[src/rtl/fccc_lock_seq.sv]
// Lock qualifier and staggered reset sequencer behind an FCCC: debounces LOCK,
// releases per-domain resets in order, drives per-domain clock enables and tracks lock loss.
module fccc_lock_seq #(
  parameter int NUM_CH             = 4,
  parameter int LOCK_STABLE_CYCLES = 1024,
  parameter int SEQ_GAP            = 8,
  parameter int DIV_W              = 8,
  parameter int CNT_W              = 8
) (
  input  logic                    CLK,
  input  logic                    RESET,
  input  logic                    LOCK,
  input  logic                    FORCE_RST,
  input  logic                    CLR_STATUS,
  input  logic [NUM_CH*DIV_W-1:0] DIV,
  output logic [NUM_CH-1:0]       RST_OUT,
  output logic [NUM_CH-1:0]       CE_OUT,
  output logic                    READY,
  output logic                    LOCK_LOST,
  output logic [CNT_W-1:0]        LOCK_LOSS_CNT,
  output logic [1:0]              STATE
);

  localparam int ST_W  = (LOCK_STABLE_CYCLES > 1) ? $clog2(LOCK_STABLE_CYCLES) : 1;
  localparam int GAP_W = (SEQ_GAP > 1) ? $clog2(SEQ_GAP) : 1;
  localparam int IDX_W = (NUM_CH > 1) ? $clog2(NUM_CH) : 1;
  localparam logic [ST_W-1:0]  ST_LAST  = ST_W'(LOCK_STABLE_CYCLES - 1);
  localparam logic [GAP_W-1:0] GAP_LAST = GAP_W'(SEQ_GAP - 1);
  localparam logic [IDX_W-1:0] IDX_LAST = IDX_W'(NUM_CH - 1);

  typedef enum logic [1:0] {
    WAIT_LOCK = 2'd0,
    STABLE    = 2'd1,
    SEQ       = 2'd2,
    RUN       = 2'd3
  } state_t;

  state_t             state, state_nxt;
  logic               lock_m, lock_s, force_s;
  logic [ST_W-1:0]    stable_cnt, stable_nxt;
  logic [GAP_W-1:0]   gap_cnt, gap_nxt;
  logic [IDX_W-1:0]   ch_idx, idx_nxt;
  logic [NUM_CH-1:0]  rst_nxt;
  logic               ready_nxt, lost_nxt, loss;
  logic [CNT_W-1:0]   cnt_base, cnt_nxt;
  logic [DIV_W-1:0]   div_cnt [NUM_CH];

  assign STATE = state;

  // Input stage: LOCK crosses into CLK through two flops; FORCE_RST is registered once
  always_ff @(posedge CLK) begin
    if (RESET) begin
      lock_m  <= 1'b0;
      lock_s  <= 1'b0;
      force_s <= 1'b0;
    end else begin
      lock_m  <= LOCK;
      lock_s  <= lock_m;
      force_s <= FORCE_RST;
    end
  end

  always_comb begin
    state_nxt  = state;
    stable_nxt = stable_cnt;
    gap_nxt    = gap_cnt;
    idx_nxt    = ch_idx;
    rst_nxt    = RST_OUT;
    ready_nxt  = READY;
    loss       = (state != WAIT_LOCK) && !lock_s;

    case (state)
      WAIT_LOCK: begin
        rst_nxt = '1;
        if (lock_s && !force_s) begin
          state_nxt  = STABLE;
          stable_nxt = '0;
        end
      end
      STABLE: begin
        if (stable_cnt == ST_LAST) begin
          rst_nxt[0] = 1'b0;
          gap_nxt    = '0;
          idx_nxt    = IDX_W'(1);
          if (NUM_CH == 1) begin
            state_nxt = RUN;
            ready_nxt = 1'b1;
          end else begin
            state_nxt = SEQ;
          end
        end else begin
          stable_nxt = stable_cnt + 1'b1;
        end
      end
      SEQ: begin
        if (gap_cnt == GAP_LAST) begin
          gap_nxt         = '0;
          rst_nxt[ch_idx] = 1'b0;
          idx_nxt         = ch_idx + 1'b1;
          if (ch_idx == IDX_LAST) begin
            state_nxt = RUN;
            ready_nxt = 1'b1;
          end
        end else begin
          gap_nxt = gap_cnt + 1'b1;
        end
      end
      RUN: ;
      default: state_nxt = WAIT_LOCK;
    endcase

    // Lock loss and software reset both collapse every domain back into reset
    if (loss || force_s) begin
      state_nxt  = WAIT_LOCK;
      rst_nxt    = '1;
      ready_nxt  = 1'b0;
      stable_nxt = '0;
      gap_nxt    = '0;
    end

    // Clear is applied first so a coincident loss event still lands as count 1
    cnt_base = CLR_STATUS ? '0 : LOCK_LOSS_CNT;
    lost_nxt = CLR_STATUS ? 1'b0 : LOCK_LOST;
    cnt_nxt  = cnt_base;
    if (loss) begin
      lost_nxt = 1'b1;
      if (cnt_base != '1) cnt_nxt = cnt_base + 1'b1;
    end
  end

  // Sequencer state and status registers
  always_ff @(posedge CLK) begin
    if (RESET) begin
      state         <= WAIT_LOCK;
      stable_cnt    <= '0;
      gap_cnt       <= '0;
      ch_idx        <= '0;
      RST_OUT       <= '1;
      READY         <= 1'b0;
      LOCK_LOST     <= 1'b0;
      LOCK_LOSS_CNT <= '0;
    end else begin
      state         <= state_nxt;
      stable_cnt    <= stable_nxt;
      gap_cnt       <= gap_nxt;
      ch_idx        <= idx_nxt;
      RST_OUT       <= rst_nxt;
      READY         <= ready_nxt;
      LOCK_LOST     <= lost_nxt;
      LOCK_LOSS_CNT <= cnt_nxt;
    end
  end

  // Clock-enable dividers run off the next reset value so DIV=0 enables on the release edge
  always_ff @(posedge CLK) begin
    if (RESET) begin
      CE_OUT <= '0;
      for (int k = 0; k < NUM_CH; k++) div_cnt[k] <= '0;
    end else begin
      for (int k = 0; k < NUM_CH; k++) begin
        if (rst_nxt[k]) begin
          div_cnt[k] <= '0;
          CE_OUT[k]  <= 1'b0;
        end else if (div_cnt[k] >= DIV[k*DIV_W +: DIV_W]) begin
          div_cnt[k] <= '0;
          CE_OUT[k]  <= 1'b1;
        end else begin
          div_cnt[k] <= div_cnt[k] + 1'b1;
          CE_OUT[k]  <= 1'b0;
        end
      end
    end
  end

endmodule

[config.mk]
export PLATFORM = sky130hd
export DESIGN_NAME = fccc_lock_seq
export DESIGN_NICKNAME = d
export VERILOG_FILES = /design/src/rtl/fccc_lock_seq.sv
export SDC_FILE = /design/constraint.sdc
export NUM_CORES = 1
export LEC_CHECK = 0
export CAP_MARGIN = 20
export CORE_MARGIN = 2
export CORE_UTILIZATION = 50
export CTS_CLUSTER_SIZE = 14
export DETAILED_ROUTE_END_ITERATION = 8
export PLACE_DENSITY = 0.74
export SYNTH_ARGS = -nofsm -noshare
export SYNTH_HDL_FRONTEND = slang
export SYNTH_SLANG_ARGS = --single-unit
[constraint.sdc]
create_clock -name CLK -period 2.4 [get_ports CLK]
set_input_delay 0.24 -clock CLK [delete_from_list [all_inputs] [get_ports CLK]]
set_output_delay 0.24 -clock CLK [all_outputs]
set_load 0.1 [all_outputs]
==> results of run 1 <==
==> worst reg2reg max path, delay by kind of cell, from the launching register on <==
family	cells	cell delay [ns]
fa+ha+maj	1	0.33
simple gates	2	0.49
buf+inv	2	0.27
compound gates	2	0.57
flops	1	0.39
==> power groups by stage <==
stage / Sequential [mW] / Clock [mW] / Combinational [mW]
3_3_place_gp: 1.34 / 0 / 0.284
5_1_grt: 1.32 / 1.14 / 0.337
4_1_cts: 1.31 / 1.07 / 0.296
3_5_place_dp: 1.34 / 0 / 0.293
6_report: 1.31 / 1.04 / 0.294
2_1_floorplan: 1.34 / 0 / 0.173
==> through the flow <==
step	power (mW)	hold slack, ns	util, %	setup WS [ns]	cells
floorplan	1.515	0.3116	-	0.005838	479
finish	2.652	0.4445	64.05	0.2227	659
global route	2.792	0.4345	64.05	0.03559	659
global placement	1.622	0.4204	61.25	0.1871	643
CTS	2.678	0.4440	63.97	0.1736	659
detailed placement	1.633	0.4246	61.25	0.04089	643
==> cells by family (layout without fill, tap and decap cells) <==
| family | Yosys count | after routing | share of synthesized area, % |
|---|---|---|---|
| adder cells (fa/ha/maj) | 49 | 49 | 14.69 |
| XOR/XNOR | 27 | 27 | 5.665 |
| buffers and inverters | 55 | 130 | 5.036 |
| AND/OR/NAND/NOR | 170 | 170 | 20.62 |
| flip-flops | 70 | 70 | 41.25 |
| other | 1 | 32 | 0.08984 |
| multiplexers | 5 | 5 | 1.199 |
| AO/OA/AOI/OAI | 71 | 71 | 11.45 |
==> Yosys cell counts, types with 2 or more instances <==
library cell	n
edfxtp_1	32
xnor2_1	11
nor3_1	18
nor2b_1	7
o21a_1	2
and3_1	11
a211oi_1	3
inv_1	48
nand2_1	29
nor2_1	42
ha_1	49
o21ai_0	16
nor4_1	2
a31oi_1	4
nand4_1	4
nor4b_1	2
nand3b_1	3
buf_2	3
a2111o_1	3
or3_1	10
a21oi_1	14
dfxtp_1	38
or4_1	7
o22ai_1	3
and3b_1	2
xor2_1	16
o2111ai_1	2
clkbuf_1	4
a2111oi_0	2
o311ai_0	2
nand3_1	23
o31ai_1	4
nand2b_1	6
a311o_1	3
o211ai_1	5
mux2i_1	5
==> flip-flops by register name, summed over array words and instances (netlist names) <==
| register | cells |
|---|---|
| div_cnt | 32 |
| stable_cnt | 10 |
| LOCK_LOSS_CNT | 8 |
| CE_OUT | 4 |
| RST_OUT | 4 |
| gap_cnt | 3 |
| STATE | 2 |
| ch_idx | 2 |
| LOCK_LOST | 1 |
| READY | 1 |
| force_s | 1 |
| lock_m | 1 |
| lock_s | 1 |
==> worst max path at each step <==
stage	from	to	slack, ns
3_3_place_gp	CLR_STATUS	LOCK_LOSS_CNT[4]	0.19
5_1_grt	STATE[0]	div_cnt[2][2]	0.04
4_1_cts	STATE[0]	div_cnt[1][2]	0.17
3_5_place_dp	CLR_STATUS	LOCK_LOSS_CNT[4]	0.04
2_1_floorplan	STATE[1]	stable_cnt[2]	0.006
6_report	STATE[0]	div_cnt[2][2]	0.22
==> routing by layer <==
metal | wire length [um] | track usage [%] | vias up | share of wire [%]
met3 | 329 | 5.929 | 6 | 4.2
met5 | 0 | 0 | - | 0
met1 | 3713 | 23.67 | 1519 | 47
met2 | 3779 | 31.57 | 43 | 48
li1 | - | - | 1776 | -
met4 | 90 | 5.676 | 0 | 1.1
==> repair_timing <==
action                     CTS  global route
resized for setup            0             1
setup buffers                0             0
setup endpoints to repair    0             6
hold buffers                 0             0
==> final cells by class <==
class,instances,area (um^2)
clock buffers,9,123.9
clock inverters,7,97.59
fillers,691,2924
inverters,48,180.2
multi-input cells,354,2365
flip-flops and latches,70,1727
well taps,105,131.4
repair buffers,66,585.6
==> impl_results.md, run 1 <==
* Status: completed
* Worst-path fanout max at 10
* Vias at around 3300
* RSZ-0062 raised after global routing: false
* Post-synth top flop: dfxtp_1
* Critical Path AT at 2.38 ns
* NumNets Final at approximately 640
* Largest stage delay, worst path at 0.42 ns
* Hold Path Sink: lock_s
* Mapped Area at 4174 um^2
* Clock Latency Late Sink at between 0.3 and 0.4 ns
* Iteration-0 DRC Markers at 123
* Crit share post-route at between 90 and 100%
* Worst rel slew slack at between 50% and 60%
* Final Slew Violations at 0
* Switching part of the total at about 24%
* Critical Path RT at roughly 2.6 ns
* Crit path max-delay cell type: a311o_1
* Placed inst area at between 4000 and 5000 um^2
* Clk root buf: clkbuf_8
* Flop pwr share at around 50%
* Most common cell after layout, fill and taps aside: ha_1
* Number of clock sinks at 70
* Clk slew on worst S/H paths at around 0.08 ns
* Worst R2R End: div_cnt[2][2]
* Pwr Density at about 510 nW/um^2
* Row count at 33
* Worst-margin pin slew at 0.6659 ns
* Seq/Total Area, Yosys at between 40 and 50%
* Top cell type by total area after synthesis: edfxtp_1
* Comb power frac at between 10 and 15%
* VDD IR max at about 0.00034 V
* Syn Area/Cell at approximately 9.3 um^2
* FF-to-FF path depth at 7
* DRC violations left at 0
* Critical path, cell by cell: inv_1 > ha_1 > nor4b_2 > buf_4 > o21ai_0 > a311o_1 > nor2_1
* Starting density of the core at between 50% and 60%
* Global-route wire length before repair at 13610 um
* TritonCTS Buffers at 9
* Max Freq at around 460 MHz
* Mapped Cells at roughly 450
* GR Overflow Total at 0
* Synth warn at 0
* Die area at a little over 9000 um^2
* Most frequent cells in the layout: ha_1 (49), inv_1 (48), nor2_1 (42)
* Initial antenna violation count at 0
* Worst path top cell family by delay: compound AO/OA/AOI/OAI gates
* # setup viols final at 0
* Total GRT Usage at 19.00%
* Crit path time final at ~2.2 ns
* Ranking of synthesized cells by area: edfxtp_1 (23%), dfxtp_1 (18%), ha_1 (15%)
* Vias/cell at just over 5
* Area Overhead vs Synth at 24.82%
* Fin area at 5210 um^2
* Crit. End Element: flip-flop
* GPL Wtd Cong at 0.9049
* # port buffers at 56
* Max Cap Violations at 0
* Leakage power figure at 2.228 nW
* Reg-to-Reg Start: STATE[0]
* Share of cells above drive strength 1 at approximately a tenth
* Clock network power share at approximately 40%
* Antenna-violating nets left at 0
* Distinct cell type count after synthesis at slightly below 50
* Pin count of the biggest net entering global routing at 14
* Asr flop ratio synth at 0%
* Die Height at about 95 um
* Setup TNS at 0 ns
* Setup CP Type: flip-flop to flip-flop
* Flop2flop setup slack at between 0.2 and 0.25 ns
* Post-synth EDFFs at 32
* IO Pins at between 50 and 60
* Int Pwr at around 2.0 mW
* Worst min-delay path class: flip-flop to flip-flop
* P_sw at 0.6378 mW
* Critical path depth in cells at 7
* Post-synth top area share at between 20% and 30%
* Core Region at ~8100 um^2
* ANT cells at 0
* Die X at 95.37 um
* Maximum root-to-sink buffer count at 2
* H-tree Lvls at 3
* Critical Path Start Type: flip-flop
* Layout Skew at a little over 0.009 ns
* Drt pass-1 iters at 4
* Vias in the first global route at around 3200
* CTS tree: yes
* Routed length per instance at around 12 um
* Seq cells post-synth at 70
* HPWL Detailed at ~6100 um
* Final wirelength at approximately 7900 um
* Hold Path Stages at 1
* Min-delay src: lock_m
* Final Hold Viols at 0
* CP Buf/Inv Count at 2
No activity file was read; power rests on OpenSTA's default activity.
==> inputs of run 2 (changes only) <==
CAP_MARGIN = 15   (was 20)
PLACE_DENSITY = 0.82   (was 0.74)
==> impl_results.md, run 2 (synthesis results as in run 1) <==
* Initial antenna violation count at 0
* Setup TNS at 0 ns
* GR Overflow Total at 0
* Row count at 33
* Worst rel slew slack at 62.31%
* Worst min-delay path class: flip-flop to flip-flop
* Pwr Density at around 520 nW/um^2
* Post-CTS Repair Setup Buffers at 0
* Routed length per instance at approximately 13 um
* DRC violations left at 0
* Global-route wire length before repair at 14550 um
* Crit. End Element: flip-flop
* Biggest regs: div_cnt x32, stable_cnt x10, LOCK_LOSS_CNT x8
* Routed wl met2 at 4203 um
* Leakage power figure at approximately 2.2 nW
* ANT cells at 0
* # setup viols final at 0
* Starting density of the core at 51.32%
* Vias in the first global route at approximately 3500
* GPL Wtd Cong at 0.8500
* VDD IR max at 0.0003044 V
* Most frequent cells in the layout: ha_1 (49), inv_1 (48), nor2_1 (42)
* Layout Skew at approximately 0.0094 ns
* Pin count of the biggest net entering global routing at 13
* Final total power at approximately 2.7 mW
* Fin area at roughly 5200 um^2
* Final wirelength at 8482 um
* Largest stage delay, worst path at around 0.44 ns
* Maximum root-to-sink buffer count at 2
* # port buffers at 56
* Reg with most FFs: div_cnt
* Iteration-0 DRC Markers at 148
* Critical path, cell by cell: inv_1 > ha_1 > nor4b_1 > buf_4 > o21ai_0 > a311o_1 > nor2_1
* CP Buf/Inv Count at 2
* Clk root buf: clkbuf_8
* Final Slew Violations at 0
* Max layer used: met4
* Total GRT Usage at between 20% and 30%
* Critical Path Start Type: flip-flop
* HPWL Detailed at 6591 um
* TritonCTS Buffers at 9
* IO Pins at 57
* Metal3 WL at 439 um
* Clk slew on worst S/H paths at approximately 0.070 ns
* Die X at between 90 and 100 um
* H-tree Lvls at 3
* Clock Latency Late Sink at 0.34 ns
* # placed instances at roughly 640
* Critical Path RT at 2.60 ns
* Share of cells above drive strength 1 at between 8 and 9%
* Final Hold Viols at 0
* Critical Path AT at ~2.4 ns
* Core Region at 8134 um^2
* Max Cap Violations at 0
* NumNets Final at 635
* Antenna-violating nets left at 0
* Drt pass-1 iters at 6
* Area Overhead vs Synth at 24.88%
* Placed inst area at 4982 um^2
* Crit path max-delay cell type: a311o_1
* Max Freq at roughly 460 MHz
* Max reg flops at 32
* Worst path top cell family by delay: compound AO/OA/AOI/OAI gates
* Most common cell after layout, fill and taps aside: ha_1
* Setup CP Type: flip-flop to flip-flop
* Hold slack final at between 0.4 and 0.5 ns
* Vias at approximately 3500
* Number of clock sinks at 70
* Vias/cell at between 5 and 6
* Status: completed
* M1 WL at 3731 um
* Die area at between 9000 and 10000 um^2
* Worst-margin pin slew at roughly 0.56 ns
* Die Height at between 90 and 100 um
* Final Non-Filler Cells at around 660
* RSZ-0062 raised after global routing: false
* Post-cts resize count at 0
* CTS tree: yes
* CTS Hold Bufs at 0
* Crit path time final at approximately 2.2 ns
* Worst-path fanout max at 10
* Crit share post-route at between 90 and 100%
-- run 2: layer usage --
metal | track usage [%] | vias up
met5 | 0 | -
met4 | 6.401 | 0
met1 | 24.20 | 1624
li1 | - | 1773
met3 | 5.771 | 9
met2 | 34.92 | 78
-- run 2: worst reg2reg max path, stage by stage (launching register included) --
cell and delay, ns:
dfxtp_2 0.38, inv_1 0.08, ha_1 0.32, nor4b_1 0.36, buf_4 0.19, o21ai_0 0.15, a311o_1 0.44, nor2_1 0.15
-- run 2: final cells by class --
cell class                 instances  area (um^2)
sequential                        70         1727
inverter                          48        180.2
clock inverter                     4        95.09
tap                              105        131.4
timing repair buffer              66        585.6
multi-input combinational        354         2359
fill                             676         2922
clock buffer                      12        135.1
-- run 2: power breakdown --
part	switching [mW]	internal, mW	total [mW]
Clock	0.430	0.691	1.12
Sequential	0.0365	1.28	1.31
Combinational	0.151	0.150	0.301
-- run 2: stage by stage --
step           utilization (%)  setup WS [ns]
6_report                 64.08         0.2113
5_1_grt                  64.08        0.04719
4_1_cts                  64.08         0.1920
3_5_place_dp             61.25        0.09977
3_3_place_gp             61.25         0.1957
2_1_floorplan                -       0.005838
-- run 2: final timing paths --
| path | start | end | slack [ns] | depth (start not counted) |
|---|---|---|---|---|
| worst min-delay path | lock_m | lock_s | 0.43 | 1 |
| worst min register to register | lock_m | lock_s | 0.43 | 1 |
| worst max-delay path | STATE[0] | div_cnt[2][1] | 0.21 | 7 |
| worst max register to register | STATE[0] | div_cnt[2][1] | 0.21 | 7 |
==> inputs of run 3 (changes only) <==
CELL_PAD_IN_SITES_DETAIL_PLACEMENT = 1   (was unset)
CELL_PAD_IN_SITES_GLOBAL_PLACEMENT = 1   (was unset)
CORE_UTILIZATION = 42   (was 50)
PLACE_DENSITY = 0.88   (was 0.82)
==> impl_results.md, run 3 (synthesis results as in run 1) <==
* Status: completed
* RSZ-0062 raised after global routing: false
* Global-route wire length before repair at around 17000 um
* Iteration-0 DRC Markers at a little under 100
* CTS Hold Bufs at 0
* Clock Latency Late Sink at 0.34 ns
* Core Region at about 9700 um^2
* HPWL Detailed at slightly below 8000 um
* Post-cts resize count at 0
* Hold Path Stages at 1
* Number of clock sinks at 70
* Area Overhead vs Synth at 24.49%
* Biggest regs: div_cnt x32, stable_cnt x10, LOCK_LOSS_CNT x8
* Reg with most FFs: div_cnt
* Antenna-violating nets left at 0
* Register Area at ~1700 um^2
* # setup viols final at 0
* Crit. End Element: flip-flop
* Worst R2R End: div_cnt[1][5]
* Final Non-Filler Cells at 686
* Most frequent cells in the layout: ha_1 (49), inv_1 (48), nor2_1 (42)
* Routed length per instance at roughly 15 um
* Setup CP Type: flip-flop to flip-flop
* FF-to-FF path depth at 7
* # placed instances at 670
* Worst-path fanout max at 8
* Final Slew Violations at 0
* Total GRT Usage at around a fifth
* Crit share post-route at approximately nine tenths
* ANT cells at 0
* Worst rel slew slack at roughly three fifths
* TritonCTS Buffers at 9
* H-tree Lvls at 3
* CTS tree: yes
* Fin area at 5196 um^2
* Final wirelength at ~10000 um
* Min-delay src: lock_m
* Max reg flops at 32
* Setup TNS at 0 ns
* Final Hold Viols at 0
* Critical Path RT at 2.58 ns
* Pin count of the biggest net entering global routing at 15
* Critical Path AT at 2.33 ns
* Vias/cell at ~5.2
* Flop2flop setup slack at between 0.2 and 0.25 ns
* Clk slew on worst S/H paths at 0.07 ns
* Most common cell after layout, fill and taps aside: ha_1
* Vias at roughly 3500
* DRC violations left at 0
* Fill count at between 1000 and 1500
* Drt pass-1 iters at 4
* Setup crit start: STATE[0]
* Die area at around 11000 um^2
* Initial antenna violation count at 0
* Leakage power figure at around 2.2 nW
* VDD IR max at ~0.00027 V
* NumNets Final at 634
* Crit path time final at roughly 2.2 ns
* Pwr Density at between 400 and 500 nW/um^2
* Share of cells above drive strength 1 at ~8.3%
* Hold Path Sink: lock_s
* Row count at 36
* Critical Path Start Type: flip-flop
* Placed inst area at around 5000 um^2
* Post-CTS Repair Setup Buffers at 0
* Maximum root-to-sink buffer count at 2
* Starting density of the core at 42.90%
* Vias in the first global route at between 3000 and 4000
* Multi-input logic area at around 2400 um^2
* # port buffers at 56
* Layout Skew at 0.01295 ns
* Reg-to-Reg Start: STATE[0]
* GPL Wtd Cong at 0.8244
* GR Overflow Total at 0
* Max Cap Violations at 0
* Clk root buf: clkbuf_8
* Max Freq at approximately 470 MHz
* IO Pins at 57
* Worst min-delay path class: flip-flop to flip-flop
* Worst-margin pin slew at around 0.6 ns
* Die Height at between 100 and 150 um
* Die X at 103.7 um
[run 3: routing by layer]
| metal | vias up | part of all wire, % | global-route usage [%] |
|---|---|---|---|
| met3 | 11 | 2.8 | 3.902 |
| met5 | - | 0 | 0 |
| met2 | 48 | 52 | 35.43 |
| li1 | 1772 | - | - |
| met4 | 0 | 1.3 | 5.116 |
| met1 | 1712 | 44 | 22.78 |
[run 3: layout make-up]
type | count | share of cell area [%]
clock buffer | 15 | 3.010
timing repair buffer | 65 | 11.12
sequential | 70 | 33.23
clock inverter | 1 | 0.5779
multi-input combinational | 354 | 45.39
tap | 133 | 3.203
inverter | 48 | 3.467
[run 3: where the power goes]
group	internal, mW	total (mW)	switching, mW
registers	1.28	1.31	0.0377
logic	0.152	0.313	0.161
clock network	0.512	0.935	0.423
total	1.94	2.56	0.621
[run 3: worst max path at each step]
stage | cells after the start | end | slack [ns]
floorplan | 8 | stable_cnt[2] | 0.006
global placement | 7 | LOCK_LOSS_CNT[4] | 0.16
detailed placement | 7 | LOCK_LOSS_CNT[4] | 0.004
CTS | 7 | div_cnt[1][5] | 0.25
global route | 7 | div_cnt[1][2] | 0.08
finish | 7 | div_cnt[1][5] | 0.25
[run 3: critical path, stage by stage, from the launching register on]
cell	delay (ns)
dfxtp_2	0.38
inv_1	0.08
ha_1	0.27
nor4b_1	0.32
buf_4	0.18
o21ai_0	0.15
a311o_1	0.44
nor2_1	0.18
[run 3: through the flow]
step / setup slack [ns] / power (mW) / hold slack, ns / utilization (%)
2_1_floorplan: 0.005838 / 1.515 / 0.3116 / -
3_3_place_gp: 0.1650 / 1.626 / 0.4231 / 51.49
3_5_place_dp: 0.004485 / 1.652 / 0.4442 / 51.49
4_1_cts: 0.2532 / 2.585 / 0.4589 / 53.41
5_1_grt: 0.07985 / 2.678 / 0.4672 / 53.41
6_report: 0.2499 / 2.562 / 0.4518 / 53.41
